File: config.mk
export PLATFORM = sky130hd
export DESIGN_NAME = keypad_scan_ctrl_flat
export DESIGN_NICKNAME = d
export VERILOG_FILES = /design/src/rtl/keypad_pkg.sv /design/src/rtl/keypad_scan_ctrl_if.sv /design/src/rtl/keypad_debounce.sv /design/src/rtl/keypad_scan_ctrl.sv /design/src/flat_wrapper.sv
export SDC_FILE = /design/constraint.sdc
export NUM_CORES = 1
export LEC_CHECK = 0
export ABC_AREA = 0
export CAP_MARGIN = 15
export CORE_MARGIN = 3
export CORE_UTILIZATION = 35
export DETAILED_ROUTE_END_ITERATION = 8
export SLEW_MARGIN = 20
export SYNTH_ARGS = -nofsm -noshare
export SYNTH_HDL_FRONTEND = slang
export SYNTH_SLANG_ARGS = --single-unit
File: constraint.sdc
create_clock -name clk -period 24.7 [get_ports clk]
set_input_delay 2.47 -clock clk [delete_from_list [all_inputs] [get_ports clk]]
set_output_delay 2.47 -clock clk [all_outputs]
set_load 0.02 [all_outputs]
File: src/rtl/keypad_pkg.sv
// keypad_pkg: shared types and constants for the keypad scan controller.
//   key_state_e    - debounce FSM state (also exported as a debug port)
//   frame_class_e  - classification of one full-matrix frame
//   frame_info_t   - class plus key code of a frame
//   classify_frame - maps a 16-bit frame snapshot to frame_info_t
package keypad_pkg;

  localparam int DEFAULT_CLK_FREQ = 25_000_000;

  typedef enum logic [1:0] {
    ST_RELEASED   = 2'd0,
    ST_PRESS_DB   = 2'd1,
    ST_HELD       = 2'd2,
    ST_RELEASE_DB = 2'd3
  } key_state_e;

  typedef enum logic [1:0] {
    FR_NONE   = 2'd0,
    FR_SINGLE = 2'd1,
    FR_MULTI  = 2'd2
  } frame_class_e;

  typedef struct packed {
    frame_class_e cls;
    logic [3:0]   code;
  } frame_info_t;

  // Snapshot bit position is col*4+row, while the key code is row*4+col,
  // so the two 2-bit halves of the position are swapped to form the code.
  function automatic frame_info_t classify_frame(input logic [15:0] snap);
    frame_info_t r;
    int unsigned ones;
    logic [3:0]  pos;
    ones = 0;
    pos  = '0;
    for (int i = 0; i < 16; i++) begin
      if (snap[i]) begin
        ones = ones + 1;
        pos  = 4'(i);
      end
    end
    if (ones == 0)      r.cls = FR_NONE;
    else if (ones == 1) r.cls = FR_SINGLE;
    else                r.cls = FR_MULTI;
    r.code = {pos[1:0], pos[3:2]};
    return r;
  endfunction

endpackage

File: src/rtl/keypad_scan_ctrl_if.sv
// keypad_scan_ctrl_if: key-event stream from the scanner to its consumer.
//   key_valid - event available; key_code stable while high
//   key_code  - row*4 + col of the pressed key
//   key_ready - consumer accepts the event
// Handshake: an event transfers on every rising clk edge where key_valid and
// key_ready are both 1. The master never drops key_valid or changes key_code
// before the transfer; the consumer may drive key_ready freely.
interface keypad_scan_ctrl_if;
  logic       key_valid;
  logic [3:0] key_code;
  logic       key_ready;

  modport master (output key_valid, output key_code, input key_ready);
  modport slave  (input key_valid, input key_code, output key_ready);
endinterface

File: src/rtl/keypad_debounce.sv
// keypad_debounce: frame-stability counter and key FSM.
//   clk, rst_n  - clock, asynchronous active-low reset
//   eof_i       - one-cycle strobe at end of each frame
//   cls_i       - class of the frame ending this cycle
//   code_i      - key code of that frame (meaningful for FR_SINGLE)
//   ev_o        - press event strobe (same cycle as eof_i)
//   ev_code_o   - code belonging to ev_o
//   held_o      - a debounced key is down
//   state_o     - current FSM state for debug
module keypad_debounce
  import keypad_pkg::*;
#(
  parameter int DEBOUNCE_SCANS = 4
) (
  input  logic         clk,
  input  logic         rst_n,
  input  logic         eof_i,
  input  frame_class_e cls_i,
  input  logic [3:0]   code_i,
  output logic         ev_o,
  output logic [3:0]   ev_code_o,
  output logic         held_o,
  output key_state_e   state_o
);

  localparam int CNT_W = $clog2(DEBOUNCE_SCANS + 1);
  // The count is compared before incrementing, so it stops one short of
  // DEBOUNCE_SCANS and can never wrap.
  localparam logic [CNT_W-1:0] CNT_LAST = CNT_W'(DEBOUNCE_SCANS - 1);

  key_state_e       state_q, state_d;
  logic [CNT_W-1:0] cnt_q, cnt_d;
  logic [3:0]       cand_q, cand_d;

  always_ff @(posedge clk or negedge rst_n) begin
    if (!rst_n) begin
      state_q <= ST_RELEASED;
      cnt_q   <= '0;
      cand_q  <= '0;
    end else begin
      state_q <= state_d;
      cnt_q   <= cnt_d;
      cand_q  <= cand_d;
    end
  end

  always_comb begin
    state_d   = state_q;
    cnt_d     = cnt_q;
    cand_d    = cand_q;
    ev_o      = 1'b0;
    // With a single-scan debounce the event comes straight from RELEASED.
    ev_code_o = (state_q == ST_RELEASED) ? code_i : cand_q;
    if (eof_i) begin
      unique case (state_q)
        ST_RELEASED: begin
          if (cls_i == FR_SINGLE) begin
            cand_d = code_i;
            if (DEBOUNCE_SCANS == 1) begin
              state_d = ST_HELD;
              cnt_d   = '0;
              ev_o    = 1'b1;
            end else begin
              state_d = ST_PRESS_DB;
              cnt_d   = CNT_W'(1);
            end
          end
        end
        ST_PRESS_DB: begin
          if (cls_i == FR_SINGLE && code_i == cand_q) begin
            if (cnt_q == CNT_LAST) begin
              state_d = ST_HELD;
              cnt_d   = '0;
              ev_o    = 1'b1;
            end else begin
              cnt_d = cnt_q + CNT_W'(1);
            end
          end else begin
            state_d = ST_RELEASED;
            cnt_d   = '0;
          end
        end
        ST_HELD: begin
          if (cls_i == FR_NONE) begin
            if (DEBOUNCE_SCANS == 1) begin
              state_d = ST_RELEASED;
              cnt_d   = '0;
            end else begin
              state_d = ST_RELEASE_DB;
              cnt_d   = CNT_W'(1);
            end
          end
        end
        ST_RELEASE_DB: begin
          if (cls_i == FR_NONE) begin
            if (cnt_q == CNT_LAST) begin
              state_d = ST_RELEASED;
              cnt_d   = '0;
            end else begin
              cnt_d = cnt_q + CNT_W'(1);
            end
          end else begin
            state_d = ST_HELD;
            cnt_d   = '0;
          end
        end
        default: begin
          state_d = ST_RELEASED;
          cnt_d   = '0;
        end
      endcase
    end
  end

  assign held_o  = (state_q == ST_HELD) || (state_q == ST_RELEASE_DB);
  assign state_o = state_q;

endmodule

File: src/rtl/keypad_scan_ctrl.sv
// keypad_scan_ctrl: 4x4 matrix keypad scanner with debounce and event output.
//   clk, rst_n  - clock, asynchronous active-low reset
//   row_n       - keypad rows, active-low (pulled up)
//   col_n       - column drive, exactly one bit low
//   evt         - key-event stream (master side)
//   key_held    - a debounced key is down
//   overflow    - one-cycle pulse when a press event is dropped
//   dbg_state_o - debounce FSM state
module keypad_scan_ctrl
  import keypad_pkg::*;
#(
  parameter int CLK_FREQ       = DEFAULT_CLK_FREQ,
  parameter int SCAN_HZ        = 1000,
  parameter int DEBOUNCE_SCANS = 4
) (
  input  logic                      clk,
  input  logic                      rst_n,
  input  logic [3:0]                row_n,
  output logic [3:0]                col_n,
  keypad_scan_ctrl_if.master        evt,
  output logic                      key_held,
  output logic                      overflow,
  output key_state_e                dbg_state_o
);

  localparam int COL_CYCLES = CLK_FREQ / (SCAN_HZ * 4);
  localparam int SLOT_W     = (COL_CYCLES > 1) ? $clog2(COL_CYCLES) : 1;
  localparam logic [SLOT_W-1:0] SLOT_LAST = SLOT_W'(COL_CYCLES - 1);

  logic [SLOT_W-1:0] slot_q, slot_d;
  logic [1:0]        col_q, col_d;
  logic [3:0]        col_n_q, col_n_d;
  logic [3:0]        sync1_q, sync2_q;
  logic [15:0]       snap_q, snap_d;
  logic              valid_q, valid_d;
  logic [3:0]        code_q, code_d;
  logic              ovf_q, ovf_d;

  logic              last_slot, eof;
  logic [15:0]       frame_now;
  frame_info_t       info;
  logic              ev;
  logic [3:0]        ev_code;

  always_ff @(posedge clk or negedge rst_n) begin
    if (!rst_n) begin
      slot_q  <= '0;
      col_q   <= '0;
      col_n_q <= 4'b1110;
      sync1_q <= 4'hF;
      sync2_q <= 4'hF;
      snap_q  <= '0;
      valid_q <= 1'b0;
      code_q  <= '0;
      ovf_q   <= 1'b0;
    end else begin
      slot_q  <= slot_d;
      col_q   <= col_d;
      col_n_q <= col_n_d;
      sync1_q <= row_n;
      sync2_q <= sync1_q;
      snap_q  <= snap_d;
      valid_q <= valid_d;
      code_q  <= code_d;
      ovf_q   <= ovf_d;
    end
  end

  always_comb begin
    last_slot = (slot_q == SLOT_LAST);
    eof       = last_slot && (col_q == 2'd3);
    slot_d    = last_slot ? '0 : slot_q + SLOT_W'(1);
    col_d     = last_slot ? col_q + 2'd1 : col_q;
    col_n_d   = ~(4'b0001 << col_d);
    snap_d    = snap_q;
    if (last_slot) snap_d[{col_q, 2'b00} +: 4] = ~sync2_q;
    // The column-3 rows are sampled on the same edge the frame is judged,
    // so splice them in directly rather than waiting for snap_q.
    frame_now          = snap_q;
    frame_now[12 +: 4] = ~sync2_q;
    info = classify_frame(frame_now);
  end

  keypad_debounce #(
    .DEBOUNCE_SCANS(DEBOUNCE_SCANS)
  ) u_debounce (
    .clk      (clk),
    .rst_n    (rst_n),
    .eof_i    (eof),
    .cls_i    (info.cls),
    .code_i   (info.code),
    .ev_o     (ev),
    .ev_code_o(ev_code),
    .held_o   (key_held),
    .state_o  (dbg_state_o)
  );

  // One-deep event buffer: a new event replaces a consumed one in the same
  // cycle; an event arriving while the old one is still unaccepted is lost.
  always_comb begin
    valid_d = valid_q;
    code_d  = code_q;
    ovf_d   = 1'b0;
    if (valid_q && evt.key_ready) valid_d = 1'b0;
    if (ev) begin
      if (valid_q && !evt.key_ready) begin
        ovf_d = 1'b1;
      end else begin
        valid_d = 1'b1;
        code_d  = ev_code;
      end
    end
  end

  assign col_n         = col_n_q;
  assign evt.key_valid = valid_q;
  assign evt.key_code  = code_q;
  assign overflow      = ovf_q;

endmodule

File: src/flat_wrapper.sv
// flat-port wrapper written by rule: the top's interface ports become plain ports
module keypad_scan_ctrl_flat import keypad_pkg::*;
#(
  parameter int CLK_FREQ       = DEFAULT_CLK_FREQ,
  parameter int SCAN_HZ        = 1000,
  parameter int DEBOUNCE_SCANS = 4
)
  (clk, rst_n, row_n, col_n, key_held, overflow, dbg_state_o, evt_key_valid, evt_key_code, evt_key_ready);
  keypad_scan_ctrl_if evt_i ();
  input  logic clk;
  input  logic rst_n;
  input  logic [3:0] row_n;
  output logic [3:0] col_n;
  output logic key_held;
  output logic overflow;
  output key_state_e dbg_state_o;
  output wire logic [$bits(evt_i.key_valid)-1:0] evt_key_valid;
  output wire logic [$bits(evt_i.key_code)-1:0] evt_key_code;
  input wire logic [$bits(evt_i.key_ready)-1:0] evt_key_ready;
  assign evt_key_valid = evt_i.key_valid;
  assign evt_key_code = evt_i.key_code;
  assign evt_i.key_ready = evt_key_ready;
  keypad_scan_ctrl #(.CLK_FREQ(CLK_FREQ), .SCAN_HZ(SCAN_HZ), .DEBOUNCE_SCANS(DEBOUNCE_SCANS)) u_core (.clk(clk), .rst_n(rst_n), .row_n(row_n), .col_n(col_n), .evt(evt_i), .key_held(key_held), .overflow(overflow), .dbg_state_o(dbg_state_o));
endmodule
* Yosys cells after proc, flatten, opt, wreduce, memory -nomap -nowiden
Cells that the tools add are included.
W data, S select, Z words.
** Storage, ports and cells
- Register bits after elaboration :: 58
- Input bits :: 7
** Operators by class
- $add $sub $neg :: 19
- Equality and inequality tests :: 13
- Shift operators :: 3
- Mux-type cells :: 59
- Bitwise operators :: 3
- Reduce and logical (&&, ||, !) cells :: 13
** Operator list (number)
- $mux W32 :: 15
- $add A32 B1 Y32 const B :: 14
- $mux W4 :: 9
- $eq A32 B1 Y1 const B :: 1
- $logic_not A32 Y1 :: 1
- $mux W3 :: 9
- $mux W2 :: 11
- $bwmux W16 :: 1
- $shift A4 B6 Y16 const A :: 1
- $shiftx A4 B6 Y16 :: 1
- $add A13 B1 Y13 const B :: 1
- $eq A13 B13 Y1 const B :: 1
- $mux W13 :: 1
- $pmux W3 S4 :: 1
- $mux W1 :: 11
- $not A4 Y4 :: 2
- $pmux W2 S4 :: 1
- $eq A2 B2 Y1 const B :: 3
- $ne A3 B3 Y1 const B :: 2
- $neg A4 Y6 :: 1
- $reduce_and A3 Y1 :: 2
- $reduce_and A5 Y1 :: 1
- $eq A2 B1 Y1 const B :: 2
- $eq A4 B4 Y1 :: 1
- 13 further kinds :: 17

* Longest topological paths before layout
- Word-level depth :: 40
- Mapped depth :: 56

* By module
A second synthesis with hierarchy kept.
** Second synthesis, totals
- Cells, all modules :: 480
- Area, all modules :: 4652.0 um^2
** Modules (own cells, without submodules)
- keypad_scan_ctrl :: times used 1, cells an instance 429, area an instance 4097.7 um^2, sequential area each 1139.8 um^2
- keypad_debounce :: times used 1, cells an instance 51, area an instance 554.3 um^2, sequential area each 225.2 um^2

* Worst setup path before layout
No wires, ideal clock.
- Path kind :: flip-flop to flip-flop
- Start point :: reg u_core.snap_q[1]
- End point :: reg u_core.u_debounce.cand_q[3]
- Library setup time :: 0.125 ns
- Data arrival time :: 9.800 ns
- Required time :: 24.575 ns
- Setup slack :: 14.775 ns
- Cell stages (with the launch flop) :: 56
- Buffers on the path :: 1
- Cell sequence :: dfrtp_1 -> inv_1 -> ha_1 -> xor2_1 -> ha_1 -> nor2b_1 -> o21bai_1 -> inv_1 -> ha_1 -> nand2_1 -> o21ai_0 -> ha_1 -> nand2_1 -> o21ai_0 -> nor2_1 -> inv_1 -> ha_1 -> nand2_1 -> [... 20 more ...] -> inv_1 -> ha_1 -> nor2_1 -> a21oi_1 -> ha_1 -> nor2b_1 -> a21oi_1 -> inv_1 -> ha_1 -> nor3b_1 -> a21oi_1 -> nor2_1 -> a31oi_1 -> or4_4 -> a21oi_4 -> and4b_1 -> buf_4 -> mux2_4
** On the way
- Longest elaborated chain between the ends :: 34
- Elaborated cells between the ends (all ways) :: 35
- Classes of those cells :: 14 x add/sub; 2 x eq/ne; 17 x mux; 2 x reduce/logical
** RTL lines
- start: declaration :: line keypad_scan_ctrl.sv:34 : logic [15:0] snap_q, snap_d;
- start signal: assignment :: line keypad_scan_ctrl.sv:62 : snap_q <= snap_d;
- $mux W32 (*) :: line keypad_pkg.sv:37 : if (snap[i]) begin
- $add A32 B1 Y32 :: line keypad_pkg.sv:38 : ones = ones + 1;
- $mux W32 (*) :: line keypad_pkg.sv:37
- $add A32 B1 Y32 :: line keypad_pkg.sv:38
- $mux W32 (*) :: line keypad_pkg.sv:37
- $add A32 B1 Y32 :: line keypad_pkg.sv:38
- $mux W32 (*) :: line keypad_pkg.sv:37
- $add A32 B1 Y32 :: line keypad_pkg.sv:38
- [... 18 more ...]
- $mux W32 (*) :: line keypad_pkg.sv:37
- $add A32 B1 Y32 :: line keypad_pkg.sv:38
- $mux W32 (*) :: line keypad_pkg.sv:37
- $eq A32 B1 Y1 :: line keypad_pkg.sv:43 : else if (ones == 1) r.cls = FR_SINGLE;
- $mux W2 :: line keypad_pkg.sv:43
- $mux W2 (*) :: line keypad_pkg.sv:42 : if (ones == 0) r.cls = FR_NONE;
- $eq A2 B1 Y1 (*) :: line keypad_debounce.sv:57 : if (cls_i == FR_SINGLE) begin
- $reduce_and A3 Y1 (no line) (*)
- end signal: assignment :: line keypad_debounce.sv:43 : cand_q <= cand_d;
- end: declaration :: line keypad_debounce.sv:33 : logic [3:0] cand_q, cand_d;
Mark *: on every way between the ends. The rest lies on a longest branch, timed or not.
A chain may end at the register's enable or synchronous reset.

* Worst setup path after layout
Ends and elaborated chain as after synthesis.

==> metrics.md <==
| Metric | Value |
|---|---|
| Worst-Skew Late Latency | 290 ps |
| Power, Total | 0.000183 W |
| Initial Utilization | 0.365 |
| FILL cells | 1315 |
| Die height | 122 µm |
| Die ar. | 14800 µm² |
| Cts bufs inserted | 5 |
| Slew headroom | 0.503 |
| Tightest Pin Transition | 742 ps |
| Final nets | 546 |
| Yosys top cell by area | dfrtp_1 |
| Synth Flop Type | dfrtp_1 |
| DR vias | 3579 |
| ANT nets after route | 0 |
| FF/Latch Area | 1370 µm² |
| Vias in the first global route | 3512 |
| Share of synthesized flip-flops with an asynchronous set or reset | 1.00 |
| I/O pin cnt | 20 |
| Drt first pass iters | 5 |
| Max Cap Viol | 0 |
| CTS tree | done |
| Critical-path maximum fanout | 6 |
| # rows | 41 |
| Routed len/inst | 13.6 µm |
| Synthesis Warnings | 0 |
| WP buf/inv | 6 |
| Port buffer count | 19 |
| Arr. time, crit path | 11210 ps |
| Setup Skew | 3.99 ps |
| Gr ovfl total | 0 |
| Synth area leaders | dfrtp_1 23%, dfstp_2 6.2%, ha_1 6.1%, xnor2_1 5.8%, xnor3_1 5.8% |
| CTS Hold Bufs | 0 |
| Slew Viols, Final | 0 |
| Worst Hold Class | flip-flop to flip-flop |
| DRC Markers | 0 |
| Routed vias/inst | 5.19 |
| CP peak stage delay | 580 ps |
| Reg2Reg Depth | 54 |
| Core region area | 12800 µm² |
| Initial antenna violation count | 0 |
| GR Util All Layers | 0.131 |
| Pwr Density | 35.2 nW/µm² |
| Seq cells post-synth | 54 |
| Most frequent CP cell | ha_1 |
| Area Overhead vs Synth | 10.8% |
| Fmax | 0.0906 GHz |
| Setup TNS | 0 ps |
| Setup crit start kind | flip-flop |
| Status | complete, no violations |
| First-pass GRT wire length | 16200 µm |
| Gates resized, CTS repair | 0 |
| Post-DP HPWL | 7300 µm |
| Multi-input gate area | 3140 µm² |
| Unrepaired setup endpoints after global routing | no |
| Hold Path Cell Cnt | 0 |
| Width of the die | 122 µm |
| N_diodes | 0 |
| Synth Net Count | 537 |
| Fin. Hold Viols | 0 |
| Yosys cell types | 81 |
| Crit share post-route | 0.447 |
| CP Class | flip-flop to flip-flop |
| Synth Cell Area | 4680 µm² |
| Yosys top cell area share | 0.230 |
| Crit path capture type | flip-flop |
| Largest net degree at the start of global routing | 55 |
| Initial drt markers | 171 |
| CP Data Required Time | 24880 ps |
| Clock slew at reported path FFs | 70 ps |
| Placer Congestion | 0.840 |
| Critical path depth | 54 |
| EDFF count, synth | 0 |
| Longest Clk Path Bufs | 2 |
| Clock root buffer | clkbuf_16 |
| Final min period | 11040 ps |
| Layout cells sized above 1 | 0.101 |
| P_leak | 2.31 nW |
| Peak VDD IR | 0.0394 mV |
| Register area share after synthesis | 0.292 |
| Synth Instances | 507 |
| Clock Sinks | 54 |
| # setup viols final | 0 |
| DRT Wirelength | 9350 µm |
| Mapped Avg Cell Area | 9.23 µm² |
| H-tree levels | 2 |
| Post-CTS Setup Bufs | 0 |
| Crit-path slowest cell | or4_4 |
| Critical path's top delay family | adder cells |
-- cells in the mapped netlist, types with 4 or more instances --
cell type  number
mux2i_1         6
xor2_1         22
nor2b_1         8
nor4_1          5
mux2_1          4
clkbuf_1       13
buf_2           4
nand2_1        59
o21ai_1         4
o211ai_1        5
nand3_1        17
nor3_1          8
o21ai_0        14
dfstp_2        11
inv_1          27
and2_1          4
nand2b_1       11
and3_1          8
nand4_1         7
nor2_1         41
xnor2_1        31
a21oi_1        16
dfrtp_1        43
xnor3_1        12
or2_2           4
o31ai_1        14
ha_1           23
-- where the power goes --
| part | switching (W) | leakage (nW) | internal, W |
|---|---|---|---|
| Combinational | 0.00000669 | 1.52 | 0.00000379 |
| Clock | 0.0000327 | 0.0848 | 0.0000486 |
| Sequential | 0.00000124 | 0.702 | 0.0000896 |
| Total | 0.0000406 | 2.31 | 0.000142 |
-- routing by layer --
layer | part of all wire | track usage | vias up
met3 | 0.026 | 0.0144 | 6
met4 | 0.0078 | 0.0266 | 0
met5 | 0 | 0 | -
met1 | 0.49 | 0.177 | 1694
met2 | 0.48 | 0.228 | 57
li1 | - | - | 1822
-- state kept, by name, summed over array words and instances (netlist names), 2 cells and up --
signal and cells:
u_core.slot_q 13, u_core.snap_q 12, u_core.col_n 4, u_core.evt.key_code 4, u_core.sync1_q 4, u_core.sync2_q 4
u_core.u_debounce.cand_q 4, u_core.u_debounce.cnt_q 3, u_core.col_q 2, u_core.u_debounce.state_o 2
-- cells in the final DEF, fill, tap and decap left out, drive strengths merged, types with 8 or more instances in the layout --
cell,count
clkdlybuf4s50,18
nand2b,11
nor2b,8
inv,29
xnor2,35
ha,23
xnor3,13
dfstp,11
and3,8
nand3,19
xor2,23
dfrtp,43
o21ai,18
a21oi,18
nor2,41
nand2,60
o31ai,14
nor3,8
-- layout make-up --
type | count | area share
Clock buffer | 5 | 0.0241
Clock inverter | 3 | 0.00916
Sequential cell | 54 | 0.263
Timing Repair Buffer | 21 | 0.0386
Multi-Input combinational cell | 407 | 0.604
Tap cell | 172 | 0.0415
Inverter | 27 | 0.0195
-- cell families after synthesis --
| logic type | count (synthesis) | share of synthesized area |
|---|---|---|
| AOI/OAI and AO/OA | 105 | 0.178 |
| xor gates and xnor gates | 72 | 0.187 |
| adders and majority gates | 24 | 0.0636 |
| buffers and inverters | 46 | 0.0388 |
| and+or+nand+nor | 192 | 0.206 |
| DFF | 54 | 0.292 |
| muxes | 14 | 0.0353 |
-- worst reg2reg max path: cells and delay by family (launching register included) --
kind                       cells  cell delay [ps]
xor gates and xnor gates       1              190
AOI/OAI and AO/OA             14             1900
muxes                          3              800
and+or+nand+nor               16             3140
DFF                            1              390
adders and majority gates     14             4030
buffers and inverters          6              490
-- per-stage QoR --
stage	cells	area [µm²]	setup slack [ps]	hold slack (ps)	util
after detailed placement	681	5020	13720	347	0.391
after global routing	689	5190	12700	356	0.405
final	689	5190	13660	357	0.405
after global placement	681	5020	14040	346	0.391
after CTS	689	5190	13640	355	0.405
after floorplan	507	4680	14780	345	-
-- final timing paths --
kind                                    from                          end  slack (ps)
max                         u_core.snap_q[1]  u_core.u_debounce.cand_q[3]       13660
min                        u_core.sync1_q[0]            u_core.sync2_q[0]         360
max reg2reg                 u_core.snap_q[1]  u_core.u_debounce.cand_q[3]       13660
min reg2reg                u_core.sync1_q[0]            u_core.sync2_q[0]         360
max in group asynchronous              rst_n             u_core.snap_q[4]       21960
min in group asynchronous              rst_n   u_core.u_debounce.cnt_q[2]        2290
Note: power is estimated with default switching activity, not from simulation.
